File: src/rtl/mem_bus_sequencer_pkg.sv
// Shared types and constants for the L1 memory bus sequencer.
// Tags, line geometry, requester indices and sequencer state encoding.
package mem_bus_sequencer_pkg;

    localparam int ADDR_W     = 64;
    localparam int DATA_W     = 64;
    localparam int TAG_W      = 13;
    localparam int BEATS      = 8;
    localparam int NREQ       = 4;
    localparam int LINE_BYTES = BEATS * DATA_W / 8;

    localparam logic [TAG_W-1:0] MEM_READ  = 13'b1_0001;
    localparam logic [TAG_W-1:0] MEM_WRITE = 13'b0_0001;

    typedef enum logic [1:0] {REQ_WB, REQ_D1, REQ_D2, REQ_I} req_idx_t;

    typedef enum logic [2:0] {IDLE, ADDR, WR_DATA, RD_WAIT, DONE} seq_state_t;

    function automatic logic [ADDR_W-1:0] line_align(input logic [ADDR_W-1:0] a);
        return a & ~ADDR_W'(LINE_BYTES - 1);
    endfunction

endpackage

File: src/rtl/mem_bus_sequencer_if.sv
// Top-level memory bus: request channel (cyc/ack/data/tag) and response channel.
interface mem_bus_sequencer_if #(
    parameter int DATA_W = 64,
    parameter int TAG_W  = 13
);
    logic              reqcyc;
    logic              reqack;
    logic [DATA_W-1:0] req;
    logic [TAG_W-1:0]  reqtag;
    logic              respcyc;
    logic              respack;
    logic [DATA_W-1:0] resp;
    logic [TAG_W-1:0]  resptag;

    modport master (
        output reqcyc, req, reqtag, respack,
        input  reqack, respcyc, resp, resptag
    );

    modport slave (
        input  reqcyc, req, reqtag, respack,
        output reqack, respcyc, resp, resptag
    );
endinterface

File: src/rtl/mem_bus_sequencer_rr_arbiter.sv
// Round-robin arbiter over N requesters; priority starts just after the last winner.
module rr_arbiter #(
    parameter int N  = 3,
    parameter int IW = (N > 1) ? $clog2(N) : 1
) (
    input  logic          clk,
    input  logic          reset,
    input  logic [N-1:0]  req,
    input  logic          advance,
    output logic [IW-1:0] gnt_idx,
    output logic          valid
);
    logic [IW-1:0] last_q;
    logic [IW-1:0] cand;

    // Reset pointer to the last slot so slot 0 wins first.
    always_ff @(posedge clk or posedge reset) begin
        if (reset) begin
            last_q <= IW'(N - 1);
        end else if (advance && valid) begin
            last_q <= gnt_idx;
        end
    end

    always_comb begin
        gnt_idx = '0;
        valid   = 1'b0;
        cand    = '0;
        for (int i = 1; i <= N; i++) begin
            cand = IW'((int'(last_q) + i) % N);
            if (!valid && req[cand]) begin
                valid   = 1'b1;
                gnt_idx = cand;
            end
        end
    end
endmodule

File: src/rtl/mem_bus_sequencer.sv
// Shares the memory bus between writeback and the three L1 miss requesters,
// sequencing one full-line transfer (address beat + BEATS data beats) per grant.
//   state   | meaning
//   IDLE    | no owner; arbitrate and launch the address beat
//   ADDR    | address beat held until reqack
//   WR_DATA | writeback beats presented, one per reqack
//   RD_WAIT | collecting MEM_READ response beats into rd_line
//   DONE    | done pulse to owner, grant released next cycle
module mem_bus_sequencer
    import mem_bus_sequencer_pkg::*;
(
    input  logic                    clk,
    input  logic                    reset,
    input  logic [NREQ-1:0]         req,
    input  logic [NREQ*ADDR_W-1:0]  req_addr,
    input  logic [BEATS*DATA_W-1:0] wb_line,
    output logic [NREQ-1:0]         grant,
    output logic                    done,
    output logic [BEATS*DATA_W-1:0] rd_line,
    mem_bus_sequencer_if.master     bus
);
    localparam int BW  = $clog2(BEATS);
    localparam int LW  = $clog2(BEATS * DATA_W);
    localparam int AIW = $clog2(NREQ * ADDR_W);

    seq_state_t              state_q, state_d;
    logic [NREQ-1:0]         grant_q, grant_d;
    logic                    done_q, done_d;
    logic [BEATS*DATA_W-1:0] rd_line_q, rd_line_d;
    logic [BEATS*DATA_W-1:0] wb_q, wb_d;
    logic [BW-1:0]           beat_q, beat_d;
    logic                    reqcyc_q, reqcyc_d;
    logic                    respack_q, respack_d;
    logic [DATA_W-1:0]       req_q, req_d;
    logic [TAG_W-1:0]        tag_q, tag_d;

    logic [1:0]        rr_idx;
    logic              rr_valid;
    logic              rr_adv;
    req_idx_t          win;
    logic [ADDR_W-1:0] win_addr;
    logic              last_beat;
    logic [LW-1:0]     cur_base;
    logic [LW-1:0]     nxt_base;

    rr_arbiter #(.N(NREQ - 1)) u_rr (
        .clk     (clk),
        .reset   (reset),
        .req     (req[NREQ-1:1]),
        .advance (rr_adv),
        .gnt_idx (rr_idx),
        .valid   (rr_valid)
    );

    // Writeback always wins; otherwise the rotating winner among 1..3.
    assign win       = req[REQ_WB] ? REQ_WB : req_idx_t'(rr_idx + 2'd1);
    assign win_addr  = req_addr[AIW'(win) * AIW'(ADDR_W) +: ADDR_W];
    assign last_beat = (beat_q == BW'(BEATS - 1));
    assign cur_base  = LW'(beat_q) * LW'(DATA_W);
    assign nxt_base  = LW'(beat_d) * LW'(DATA_W);

    always_ff @(posedge clk or posedge reset) begin
        if (reset) begin
            state_q   <= IDLE;
            grant_q   <= '0;
            done_q    <= 1'b0;
            rd_line_q <= '0;
            wb_q      <= '0;
            beat_q    <= '0;
            reqcyc_q  <= 1'b0;
            respack_q <= 1'b0;
            req_q     <= '0;
            tag_q     <= '0;
        end else begin
            state_q   <= state_d;
            grant_q   <= grant_d;
            done_q    <= done_d;
            rd_line_q <= rd_line_d;
            wb_q      <= wb_d;
            beat_q    <= beat_d;
            reqcyc_q  <= reqcyc_d;
            respack_q <= respack_d;
            req_q     <= req_d;
            tag_q     <= tag_d;
        end
    end

    always_comb begin
        state_d   = state_q;
        grant_d   = grant_q;
        done_d    = 1'b0;
        rd_line_d = rd_line_q;
        wb_d      = wb_q;
        beat_d    = beat_q;
        reqcyc_d  = reqcyc_q;
        respack_d = 1'b0;
        req_d     = req_q;
        tag_d     = tag_q;
        rr_adv    = 1'b0;
        case (state_q)
            IDLE: begin
                grant_d = '0;
                if (|req) begin
                    state_d      = ADDR;
                    rr_adv       = !req[REQ_WB];
                    grant_d[win] = 1'b1;
                    reqcyc_d     = 1'b1;
                    req_d        = DATA_W'(line_align(win_addr));
                    tag_d        = req[REQ_WB] ? MEM_WRITE : MEM_READ;
                    beat_d       = '0;
                    wb_d         = wb_line;
                end
            end
            ADDR: begin
                if (bus.reqack) begin
                    if (grant_q[REQ_WB]) begin
                        state_d = WR_DATA;
                        req_d   = wb_q[0 +: DATA_W];
                    end else begin
                        state_d  = RD_WAIT;
                        reqcyc_d = 1'b0;
                    end
                end
            end
            WR_DATA: begin
                if (bus.reqack) begin
                    beat_d = beat_q + BW'(1);
                    if (last_beat) begin
                        state_d  = DONE;
                        reqcyc_d = 1'b0;
                        done_d   = 1'b1;
                    end else begin
                        req_d = wb_q[nxt_base +: DATA_W];
                    end
                end
            end
            RD_WAIT: begin
                if (bus.respcyc && bus.resptag == MEM_READ) begin
                    rd_line_d[cur_base +: DATA_W] = bus.resp;
                    beat_d    = beat_q + BW'(1);
                    respack_d = 1'b1;
                    if (last_beat) begin
                        state_d = DONE;
                        done_d  = 1'b1;
                    end
                end
            end
            DONE: begin
                state_d = IDLE;
                grant_d = '0;
            end
            default: state_d = IDLE;
        endcase
    end

    assign grant       = grant_q;
    assign done        = done_q;
    assign rd_line     = rd_line_q;
    assign bus.reqcyc  = reqcyc_q;
    assign bus.req     = req_q;
    assign bus.reqtag  = tag_q;
    assign bus.respack = respack_q;
endmodule
File: src/flat_wrapper.sv
// flat-port wrapper written by rule: the top's interface ports become plain ports
module mem_bus_sequencer_flat import mem_bus_sequencer_pkg::*;
  (clk, reset, req, req_addr, wb_line, grant, done, rd_line, bus_reqcyc, bus_req, bus_reqtag, bus_respack, bus_reqack, bus_respcyc, bus_resp, bus_resptag);
  mem_bus_sequencer_if bus_i ();
  input  logic clk;
  input  logic reset;
  input  logic [NREQ-1:0] req;
  input  logic [NREQ*ADDR_W-1:0] req_addr;
  input  logic [BEATS*DATA_W-1:0] wb_line;
  output logic [NREQ-1:0] grant;
  output logic done;
  output logic [BEATS*DATA_W-1:0] rd_line;
  output wire logic [$bits(bus_i.reqcyc)-1:0] bus_reqcyc;
  output wire logic [$bits(bus_i.req)-1:0] bus_req;
  output wire logic [$bits(bus_i.reqtag)-1:0] bus_reqtag;
  output wire logic [$bits(bus_i.respack)-1:0] bus_respack;
  input wire logic [$bits(bus_i.reqack)-1:0] bus_reqack;
  input wire logic [$bits(bus_i.respcyc)-1:0] bus_respcyc;
  input wire logic [$bits(bus_i.resp)-1:0] bus_resp;
  input wire logic [$bits(bus_i.resptag)-1:0] bus_resptag;
  assign bus_reqcyc = bus_i.reqcyc;
  assign bus_req = bus_i.req;
  assign bus_reqtag = bus_i.reqtag;
  assign bus_respack = bus_i.respack;
  assign bus_i.reqack = bus_reqack;
  assign bus_i.respcyc = bus_respcyc;
  assign bus_i.resp = bus_resp;
  assign bus_i.resptag = bus_resptag;
  mem_bus_sequencer u_core (.clk(clk), .reset(reset), .req(req), .req_addr(req_addr), .wb_line(wb_line), .grant(grant), .done(done), .rd_line(rd_line), .bus(bus_i));
endmodule
File: config.mk
export PLATFORM = sky130hd
export DESIGN_NAME = mem_bus_sequencer_flat
export DESIGN_NICKNAME = d
export VERILOG_FILES = /design/src/rtl/mem_bus_sequencer_pkg.sv /design/src/rtl/mem_bus_sequencer_if.sv /design/src/rtl/mem_bus_sequencer_rr_arbiter.sv /design/src/rtl/mem_bus_sequencer.sv /design/src/flat_wrapper.sv
export SDC_FILE = /design/constraint.sdc
export NUM_CORES = 2
export LEC_CHECK = 0
export BUFFER_PORTS_ARGS = -buffer_cell sky130_fd_sc_hd__buf_2
export CAP_MARGIN = 20
export CORE_AREA = 2 2 562 564
export CTS_CLUSTER_DIAMETER = 120
export CTS_CLUSTER_SIZE = 25
export DETAILED_ROUTE_END_ITERATION = 8
export DIE_AREA = 0 0 564 566
export HOLD_SLACK_MARGIN = 0.1
export SYNTH_ARGS = -nofsm -noshare
export SYNTH_HDL_FRONTEND = slang
export SYNTH_SLANG_ARGS = --single-unit
File: constraint.sdc
create_clock -name clk -period 78 [get_ports clk]
set_clock_uncertainty 0.05 [all_clocks]
set_input_delay 15.6 -clock clk [delete_from_list [all_inputs] [get_ports clk]]
set_output_delay 15.6 -clock clk [all_outputs]
set_load 0.02 [all_outputs]
Word level (Yosys, flattened, before mapping):

Index checks and enable logic that the tools add are counted.

* register bits: 1116
* output and inout bits: 596
* logic and storage cells: 110

* add/sub/neg operators: 6
* divide/modulo/power cells: 3
* order comparisons: 5
* eq/ne operators: 14
* shift operators: 4
* multiplexer cells: 50
* reductions and logical operators: 17

Operators by type and width (number)
* 512-bit bitwise mux: 1
* 64-bit by 11-bit variable shift with 512-bit output, first input constant: 1
* 512-bit by 10-bit variable part select with 64-bit output: 1
* 64-bit by 11-bit variable part select with 512-bit output: 1
* 64-bit two-way mux: 5
* 256-bit by 9-bit variable part select with 64-bit output: 1
* 64-bit case mux with 3 select lines: 1
* 32-bit by 3-bit remainder unit with 32-bit output, second input constant: 3
* 3-bit two-way mux: 8
* 1-bit two-way mux: 20
* 13-bit by 5-bit == test with 1-bit output, second input constant: 1
* 2-bit by 3-bit less-than comparator with 1-bit output, second input constant: 4
* 3-bit case mux with 4 select lines: 1
* 6-bit AND reduction: 2
* 9-bit negator with 11-bit output: 1
* 3-bit case mux with 3 select lines: 1
* 2-bit two-way mux: 4
* 2-bit by 1-bit inequality test with 1-bit output, second input constant: 4
* 2-bit inequality test, second input constant: 4
* 4-bit case mux with 2 select lines: 1
* 2-bit by 2-bit adder with 3-bit output, second input constant: 2
* 1-bit binary-select mux with 2-bit select: 3
* 3-bit by 2-bit == test with 1-bit output, second input constant: 2
* 3-bit == test, second input constant: 2
* 18 further kinds: 25

Longest topological paths before layout:

* depth after elaboration: 19
* mapped depth: 12
* depth with buffers taken out: 9

Modules after synthesis:

A second synthesis with hierarchy kept.

* cells, all modules: 5146
* area total of the unflattened synthesis: 47978.5 µm²

Modules (own cells, without submodules)
* mem_bus_sequencer: times used 1, cells each 5107, area each 47662.0 µm²
* rr_arbiter: times used 1, cells each 39, area each 316.6 µm²

Worst setup path before layout:

OpenSTA, ideal clock, no wires.

* kind: input port to flip-flop
* start: in req[2]
* end: reg u_core.req_q[10] (netlist: u_core.bus.req[10])
* arrival time: 17638 ps
* required time: 77818 ps
* path slack: 60180 ps
* stages on the path: 10
* buffers on the path: 3
* path through: buf_2 nand2_1 a21oi_1 nor4_1 a211oi_1 buf_2 buf_2 mux2_2 a221oi_1 a21oi_1

* cells in the longest elaborated chain, start to end: 14
* elaborated cells on any way between the ends: 28

RTL lines
* start: declaration: RTL line flat_wrapper.sv:7 `input logic [NREQ-1:0] req;`
* 1-bit binary-select mux with 2-bit select: RTL line mem_bus_sequencer_rr_arbiter.sv:31 `if (!valid && req[cand]) begin`
* 1-bit two-way mux (not written as such): RTL line mem_bus_sequencer_rr_arbiter.sv:31
* 1-bit two-way mux: RTL line mem_bus_sequencer_rr_arbiter.sv:31
* 1-bit zero test: RTL line mem_bus_sequencer_rr_arbiter.sv:31
* 1-bit logical AND: RTL line mem_bus_sequencer_rr_arbiter.sv:31
* 1-bit two-way mux: RTL line mem_bus_sequencer_rr_arbiter.sv:31
* 1-bit zero test: RTL line mem_bus_sequencer_rr_arbiter.sv:31
* 1-bit logical AND: RTL line mem_bus_sequencer_rr_arbiter.sv:31
* 2-bit two-way mux: RTL line mem_bus_sequencer_rr_arbiter.sv:31
* 2-bit by 1-bit adder with 2-bit output: RTL line mem_bus_sequencer.sv:56 `assign win = req[REQ_WB] ? REQ_WB : req_idx_t'(rr_idx + 2'd1);`
* 2-bit two-way mux: RTL line mem_bus_sequencer.sv:56
* 256-bit by 9-bit variable part select with 64-bit output: RTL line mem_bus_sequencer.sv:57 `assign win_addr = req_addr[AIW'(win) * AIW'(ADDR_W) +: ADDR_W];`
* 64-bit two-way mux: RTL line mem_bus_sequencer.sv:103 `if (|req) begin`
* 64-bit case mux with 3 select lines: RTL line mem_bus_sequencer.sv:100 `case (state_q)`
* end signal: assignment: RTL line mem_bus_sequencer.sv:83 `req_q <= req_d;`
* end: declaration: RTL line mem_bus_sequencer.sv:34 `logic [DATA_W-1:0] req_q, req_d;`

Several ways; a longest one is shown, not always the timed one. The select of a mux whose other input is x is not followed.
A chain may end at the register's enable or synchronous reset.

==> flow_metrics.env <==
export IMPL_die_y_um=566
export IMPL_startpoint_type="input pin"
export IMPL_cpMostUsedCell="buf_4"
export IMPL_ff2ff_path_depth=9
export IMPL_synth_edf_count=0
export IMPL_rsz0062_at_grt="false"
export IMPL_core_area_um2=313000
export IMPL_place_gp_congestion=0.929
export IMPL_viasPerCell=4.13
export IMPL_clkLatencyLatePin_ns=0.76
export IMPL_busiest_layer="met2"
export IMPL_worstMarginPinSlew_ns=1.16
export IMPL_cts_hold_buf=0
export IMPL_vdd_drop_max_mv=0.0288
export IMPL_clockRootBuffer="clkbuf_16"
export IMPL_cts_buffers=54
export IMPL_cts_resized=0
export IMPL_fillers=35050
export IMPL_dpl_hpwl_um=182000
export IMPL_track_usage_pct=14.4
export IMPL_worst_path_stages=8
export IMPL_holdCritPathClass="flop to flop"
export IMPL_final_antenna_net_count=0
export IMPL_dp_cells=10430
export IMPL_cp_arrival_ns=20.93
export IMPL_die_area_um2=319000
export IMPL_grt_pass1_wl_um=329000
export IMPL_die_x_um=564
export IMPL_required_ns=78.67
export IMPL_critPathMaxStageDelay_ns=0.76
export IMPL_drv_slew=0
export IMPL_drc=0
export IMPL_final_min_clock_period_ns=20.26
export IMPL_status="complete, no violations"
export IMPL_num_nets_final=7187
export IMPL_fin_util_pct=19.9
export IMPL_vias=44175
export IMPL_finalSetupViolations=0
export IMPL_synthCells=5169
export IMPL_drive_gt1_share_pct=31.7
export IMPL_ys_warn_count=0
export IMPL_ys_seq_area_share_pct=56.8
export IMPL_ios=1449
export IMPL_hold_depth=1
export IMPL_maxCapViolations=0
export IMPL_fin_tns_setup_ns=0
export IMPL_cts_tree="done"
export IMPL_htreeDepth=2
export IMPL_drt_iter0_drc=3806
export IMPL_fin_hold_ws_ns=0.424
export IMPL_post_drt_wl_per_cell_um=22.5
export IMPL_final_cells=10695
export IMPL_clock_path_buffers=3
export IMPL_crit_family="buffers and inverters"
export IMPL_ys_flop_type="dfrtp_1"
export IMPL_met1_usage_pct=15.7
export IMPL_cts_sinks=1105
export IMPL_synthesis_area_um2=48700
export IMPL_slew_headroom_pct=22.5
export IMPL_ys_types=61
export IMPL_port_buffers=1413
export IMPL_clkSlewWorstSetupHoldPaths_ns=0.11
export IMPL_syn_to_final_growth_pct=28.3
export IMPL_grt_pass1_vias=42548
export IMPL_initial_core_util_pct=15.5
export IMPL_met2_usage_pct=24.8
export IMPL_cp_end_kind="async pin"
export IMPL_syn_area_per_cell_um2=9.42
export IMPL_row_count=206
export IMPL_worst_path_buf_inv=8
export IMPL_use_met3_pct=3.32
export IMPL_grt_overflow=0
export IMPL_power_density_nw_per_um2=31.4
export IMPL_finalHoldViolCount=0
export IMPL_power_leakage_nw=31.2
export IMPL_wl_um=241000
export IMPL_synth_seq_cells=1105
export IMPL_cts_setup_buffers=0
export IMPL_worstSetupPathType="input pin to async pin"
export IMPL_synthArstFlopShare_pct=100
export IMPL_critPathSlowestCell="buf_4"
export IMPL_path_cells="buf_2 -> inv_8 -> buf_4 -> buf_4 -> buf_4 -> buf_4 -> buf_4 -> buf_12"
export IMPL_path_max_fanout=156
export IMPL_grt_max_degree=173
export IMPL_finalCritPeriodShare_pct=26.0
export IMPL_dr_pass1_iters=6
export IMPL_antenna_found_initial=114
export IMPL_fmax_mhz=49.4
[worst register-to-register path, delay by kind of cell, from the launching register on]
kind	cells	cell delay, ns
DFF	1	0.52
and+or+nand+nor	4	1.52
buffers and inverters	5	3.54
[sequential cells by signal (all words and copies together), names as in the netlist, 2 cells and up]
register / count
u_core.u_rr.last_q: 2
u_core.bus.reqtag: 2
u_core.grant: 4
u_core.beat_q: 3
u_core.wb_q: 512
u_core.rd_line: 512
u_core.bus.req: 64
u_core.state_q: 3
[cell type report]
cell class	instances	area, um^2	area share [%]
tap	4160	5200	8.33
timing repair buffer	1497	7820	12.5
sequential	1105	27700	44.2
antenna	187	468	0.749
clock buffer	67	1420	2.27
clock inverter	11	189	0.302
inverter	14	61.3	0.0981
multi-input combinational	3654	19700	31.5
[path summary, 6_finish.rpt]
check	to	slack, ns	from
max	u_core.wb_q[468]	57.74	reset
min	u_core.bus.reqtag[0]	0.42	u_core.bus.reqtag[0]
max reg2reg	u_core.wb_q[24]	72.28	u_core.state_q[0]
min reg2reg	u_core.bus.reqtag[0]	0.42	u_core.bus.reqtag[0]
max in group clk	u_core.wb_q[24]	58.21	req[0]
min in group asynchronous	u_core.bus.reqtag[4]	14.91	reset
[cells by family (layout without fill, tap and decap cells)]
group                    Yosys count  count (layout)  share of synthesized area [%]
AO/OA/AOI/OAI                    702             702                           8.79
flip-flops                      1105            1105                           56.8
other                              1             198                        0.00770
adder cells (fa/ha/maj)            8               8                          0.205
AND/OR/NAND/NOR                 2522            2522                           21.3
buffers and inverters            420            1589                           3.41
multiplexers                     411             411                           9.48
[per-stage QoR]
step                      worst slack (ns)  cell area (um^2)  power, W
after floorplan                      31.24             48800   0.00128
after global placement               56.77             60400   0.00162
after detailed placement             56.77             60400   0.00164
after CTS                            57.63             62000   0.00198
after global routing                 57.00             62400   0.00208
final                                57.74             62500   0.00196
[cell usage after synthesis (6+ instances only)]
cell type,n,share of area [%]
a21o_1,6,0.092
a21oi_1,74,0.76
a221o_1,58,1.2
a221oi_1,58,1.0
a31oi_1,58,0.74
buf_1,21,0.16
buf_2,28,0.29
buf_4,13,0.20
clkbuf_1,344,2.7
dfrtp_1,1104,57
ha_1,8,0.21
inv_1,12,0.092
mux2_2,402,9.3
mux2i_1,9,0.18
nand2_1,1907,15
nand3_1,364,3.7
nand4_1,119,1.5
nor2_1,83,0.64
nor3_1,12,0.12
o21ai_0,407,4.2
[cells in the final DEF, fill, tap and decap left out, types with 54 or more instances in the layout]
cell type / n
nand2_1: 1902
buf_2: 1413
dfrtp_1: 1104
o21ai_0: 407
mux2_2: 402
nand3_1: 361
diode_2: 187
nand4_1: 119
nor2_1: 82
buf_4: 75
a21oi_1: 73
a221o_1: 58
a31oi_1: 58
a221oi_1: 57
clkbuf_16: 54
[per-layer routing]
metal,part of all wire [%],vias to the layer above
li1,-,19905
met1,36,21872
met2,50,1910
met3,7.4,444
met4,6.3,44
met5,0.11,-
[where the power goes]
part           total [W]  switching, W  internal [W]
combinational   0.000797      0.000561      0.000235
clock           0.000343      0.000209      0.000134
sequential      0.000824      0.000102      0.000722
Power figures use the tool's default switching activity.
